**src/rtl/serial_add_sub_pkg.sv**
```systemverilog
// Shared types for the bit-serial add/subtract unit: FSM states, default width, index sizing.
package add_sub_pkg;

  typedef enum logic [1:0] {IDLE, RUN, DONE} state_t;

  localparam int DEFAULT_WIDTH = 4;

  function automatic int idx_w(input int w);
    return (w < 2) ? 1 : $clog2(w);
  endfunction

endpackage

```
**src/rtl/full_adder.sv**
```systemverilog
// One-bit full adder used as the serial slice; purely combinational, no backpressure.
module full_adder (
  input  logic A,
  input  logic B,
  input  logic Cin,
  output logic S,
  output logic Cout
);

  assign S    = A ^ B ^ Cin;
  assign Cout = (A & B) | (Cin & (A ^ B));

endmodule

```
**src/rtl/serial_add_sub.sv**
```systemverilog
// Bit-serial A+B / A-B, one bit per clock; done pulses WIDTH+1 cycles after an accepted start, start ignored while busy.
// Define SERIAL_ADD_SUB_OVF_EN to build the carry-into-MSB capture and signed overflow output.
module serial_add_sub
  import add_sub_pkg::*;
#(
  parameter int WIDTH = DEFAULT_WIDTH
) (
  input  logic             clk,
  input  logic             rst,
  input  logic             start,
  input  logic             sub,
  input  logic [WIDTH-1:0] A,
  input  logic [WIDTH-1:0] B,
  output logic             busy,
  output logic             done,
  output logic [WIDTH-1:0] S,
  output logic             cout,
  output logic             C3,
  output logic             V
);

  localparam int IW = idx_w(WIDTH);

  state_t           state_q;
  logic [IW-1:0]    idx_q;
  logic [WIDTH-1:0] a_q;
  logic [WIDTH-1:0] b_q;
  logic             carry_q;
  logic [WIDTH-1:0] s_q;
  logic             cout_q;
  logic             busy_q;
  logic             done_q;
  logic             sum_d;
  logic             carry_d;
  logic             last_bit;

  assign last_bit = (idx_q == IW'(WIDTH - 1));

  full_adder u_slice (
    .A    (a_q[idx_q]),
    .B    (b_q[idx_q]),
    .Cin  (carry_q),
    .S    (sum_d),
    .Cout (carry_d)
  );

  // B is stored pre-inverted and the carry seeded with sub, so subtraction is A + ~B + 1.
  always_ff @(posedge clk) begin
    if (rst) begin
      state_q <= IDLE;
      idx_q   <= '0;
      a_q     <= '0;
      b_q     <= '0;
      carry_q <= 1'b0;
      s_q     <= '0;
      cout_q  <= 1'b0;
      busy_q  <= 1'b0;
      done_q  <= 1'b0;
    end else begin
      case (state_q)
        IDLE, DONE: begin
          done_q <= 1'b0;
          if (start) begin
            a_q     <= A;
            b_q     <= B ^ {WIDTH{sub}};
            carry_q <= sub;
            idx_q   <= '0;
            busy_q  <= 1'b1;
            state_q <= RUN;
          end else begin
            state_q <= IDLE;
          end
        end
        RUN: begin
          s_q[idx_q] <= sum_d;
          carry_q    <= carry_d;
          idx_q      <= idx_q + IW'(1);
          if (last_bit) begin
            cout_q  <= carry_d;
            busy_q  <= 1'b0;
            done_q  <= 1'b1;
            state_q <= DONE;
          end
        end
        default: state_q <= IDLE;
      endcase
    end
  end

`ifdef SERIAL_ADD_SUB_OVF_EN
  logic c3_q;

  always_ff @(posedge clk) begin
    if (rst) begin
      c3_q <= 1'b0;
    end else if (state_q == RUN && last_bit) begin
      c3_q <= carry_q;
    end
  end

  assign C3 = c3_q;
  assign V  = c3_q ^ cout_q;
`else
  assign C3 = 1'b0;
  assign V  = 1'b0;
`endif

  assign busy = busy_q;
  assign done = done_q;
  assign S    = s_q;
  assign cout = cout_q;

endmodule

```
**config.mk**
```make
export PLATFORM = sky130hd
export DESIGN_NAME = serial_add_sub
export DESIGN_NICKNAME = d
export VERILOG_FILES = /design/src/rtl/serial_add_sub_pkg.sv /design/src/rtl/full_adder.sv /design/src/rtl/serial_add_sub.sv
export SDC_FILE = /design/constraint.sdc
export NUM_CORES = 1
export LEC_CHECK = 0
export CELL_PAD_IN_SITES_DETAIL_PLACEMENT = 1
export CELL_PAD_IN_SITES_GLOBAL_PLACEMENT = 1
export CORE_MARGIN = 10
export CORE_UTILIZATION = 35
export CTS_CLUSTER_DIAMETER = 40
export DETAILED_ROUTE_END_ITERATION = 6
export PLACE_DENSITY_LB_ADDON = 0.2
export SLEW_MARGIN = 20
export SYNTH_ARGS = -nofsm -noshare
export SYNTH_HDL_FRONTEND = slang
export SYNTH_SLANG_ARGS = --single-unit
```
**constraint.sdc**
```tcl
create_clock -name clk -period 1.96 [get_ports clk]
set_input_delay 0.49 -clock clk [delete_from_list [all_inputs] [get_ports clk]]
set_output_delay 0.49 -clock clk [all_outputs]
set_load 0.01 [all_outputs]
```
==> results of run 1 <==
## worst min-delay path, cell delays in order, from the launching register on
cell	delay (ns)
dfxtp_1	0.33
nand2_1	0.05
a21oi_1	0.05
## metal layers
layer	wire, um	up-vias	global-route usage
li1	-	368	-
met5	0	-	0
met1	915	348	0.0904
met2	902	15	0.139
met3	99	4	0.0272
met4	42	0	0.0387
## state kept, by name, indices dropped and copies added, names as in the netlist
register and count:
S 4, a_q 4, b_q 4, busy 1
carry_q 1, cout 1, done 1, idx_q 2
state_q 2
## cells in the final DEF, fill, tap and decap left out, drive strengths merged, types with 3 or more instances in the layout
cell type	netlist	layout
xnor2	4	4
a21oi	13	13
clkbuf	3	3
ha	4	4
nor2	7	7
nand2	12	12
nand3	8	8
o21ai	4	4
clkdlybuf4s50	0	18
dfxtp	20	20
a211oi	4	4
inv	6	6
## power breakdown
part	switching (mW)	internal (mW)
clock	0.124	0.0716
sequential	0.0166	0.429
combinational	0.0671	0.0708
total	0.208	0.571
## metrics by stage
step                setup WS (ns)  utilization  std cells
floorplan                   0.194            -        103
global placement            0.194        0.443        145
detailed placement          0.141        0.443        145
CTS                         0.110        0.452        148
global route               0.0139        0.452        148
finish                      0.136        0.452        148
## path summary, 6_finish.rpt
path,endpoint,slack [ns]
setup / recovery,S[0]$_SDFFE_PP0P_,0.14
setup reg to reg,S[0]$_SDFFE_PP0P_,0.14
hold / removal,a_q[2]$_SDFFE_PP0P_,0.46
hold reg to reg,a_q[2]$_SDFFE_PP0P_,0.46
## final cells by class
| class | instances | share of cell area |
|---|---|---|
| Clock buffer | 3 | 0.0197 |
| Tap cell | 30 | 0.0329 |
| Timing Repair Buffer | 20 | 0.171 |
| Multi-Input combinational cell | 69 | 0.406 |
| Inverter | 6 | 0.0197 |
| Sequential cell | 20 | 0.351 |
## cell families (layout without fill, tap and decap cells)
| logic type | after synthesis | count (layout) | share of synthesized area |
|---|---|---|---|
| buffers and inverters | 14 | 29 | 0.0888 |
| muxes | 2 | 2 | 0.0477 |
| AOI/OAI and AO/OA | 23 | 23 | 0.143 |
| other | 1 | 2 | 0.00397 |
| xor gates and xnor gates | 4 | 4 | 0.0371 |
| and+or+nand+nor | 33 | 33 | 0.180 |
| adders and majority gates | 5 | 5 | 0.0743 |
| DFF | 20 | 20 | 0.424 |
==> reports/qor.txt, run 1 <==
Most used DFF post-synth - dfxtp_1
Setup bufs post-CTS - 0
Total chip power - 779 uW
RSZ-0062 raised after global routing - no
Initial Utilization - 0.374
WP data arrival - 2.06 ns
Via count - 735
Delay-heaviest family, CP - adder cells
Die area - 5170 um^2
1st-iter DRT viols - 36
GRT Total Usage - 0.0821
Hold_sp - a_q[2]$_SDFFE_PP0P_
Required @ worst endpoint - 2.20 ns
Cts bufs inserted - 3
Max-cap violations - 0
Multi-input gate area - 463 um^2
Yosys warning count - 0
Detailed Route WL - 1960 um
Final period utilization - 0.931
Status - complete, no violations
Max Clock Skew - 0.00280 ns
Origin of the worst setup path - idx_q[0]$_SDFFE_PP0P_
Ant diodes - 0
Critical Path Source Type - register
Max H-tree Level - 1
R2R cell count - 4
Port Buffers - 18
DIE HEIGHT - 71.9 um
Synth Register Bits - 20
Area after DPL - 1120 um^2
CTS root buf - clkbuf_4
Setup CP Type - reg -> reg
Layout cells sized above 1 - 0.0932
Vias per Instance - 4.97
Initial antenna violation count - 0
Clock sink count - 20
Power Dens Cells - 683 nW/um^2
FP Rows - 18
Post-synth top area share - 0.424
First-pass detailed-route iteration total - 3
Most frequent cells after synthesis - 20 x dfxtp_1, 13 x a21oi_1, 12 x nand2_1, 7 x nor2_1
RR Startpoint - idx_q[0]$_SDFFE_PP0P_
Buf/Inv on CP - 0
Critical Path Stages - 4
Worst-skew pair later-pin latency - 0.30 ns
Vias in the first global route - 790
Hold Path Depth - 2
Die span in x - 71.9 um
DRC Markers - 0
Post-synthesis cell type count - 27
Hold/Removal Path Class - reg -> reg
Core area - 2520 um^2
Largest net degree at the start of global routing - 21
Design area - 1140 um^2
Synth top area cells - dfxtp_1 42%, a21oi_1 6.9%, ha_1 5.3%
Final Hold Viols - 0
EDFF count, synth - 0
Placer Congestion - 0.725
Ports - 21
Fillers - 304
Area Growth Syn to Fin - 21.0%
Most numerous cell in the Yosys netlist - dfxtp_1
CTS max path bufs - 2
CP endpoint kind - register
WHS - 0.463 ns
Cells after Synth - 102
P_leak - 0.414 nW
Hpwl dp - 1530 um
First-pass GRT wire length - 3530 um
Clock Pin Slew Worst Setup and Hold Paths - 0.11 ns
Final net count - 137
Setup TNS - 0 ns
Min cycle time layout - 1.82 ns
# hold bufs at CTS - 0
Fmax - 548 MHz
Routed len/inst - 13.2 um
Yosys top cell by area - dfxtp_1
Avg Cell Area, Syn - 9.25 um^2
Slowest stage delay, CP - 0.59 ns
TritonCTS clock tree - yes
Setup-failing EPs final - 0
Post-detailed-route count of antenna-violating nets - 0
Seq/Total Area, Yosys - 0.424
Post_cts resized - 0
Async set-reset flop share out of synthesis - 0
Critical Path Slowest Stage Cell - fa_1
Mapped Area - 943 um^2
Critical path cell sequence - mux4_2, fa_1, nand3_1, a21oi_1
Final Max Tran Viols - 0
Register area - 400 um^2
Worst Path Max Fanout - 4
Peak supply drop - 0.369 mV
Remaining Overflow, GRT - 0
Power figures use the tool's default switching activity.
==> inputs of run 2 (changes only) <==
--- a/config.mk
+++ b/config.mk
@@ -5,6 +5,7 @@
 export SDC_FILE = /design/constraint.sdc
 export NUM_CORES = 1
 export LEC_CHECK = 0
+export CAP_MARGIN = 20
 export CELL_PAD_IN_SITES_DETAIL_PLACEMENT = 1
 export CELL_PAD_IN_SITES_GLOBAL_PLACEMENT = 1
 export CORE_MARGIN = 10
==> results of run 2 <==
The final DEF is identical to that of run 1; final timing and power are the same.
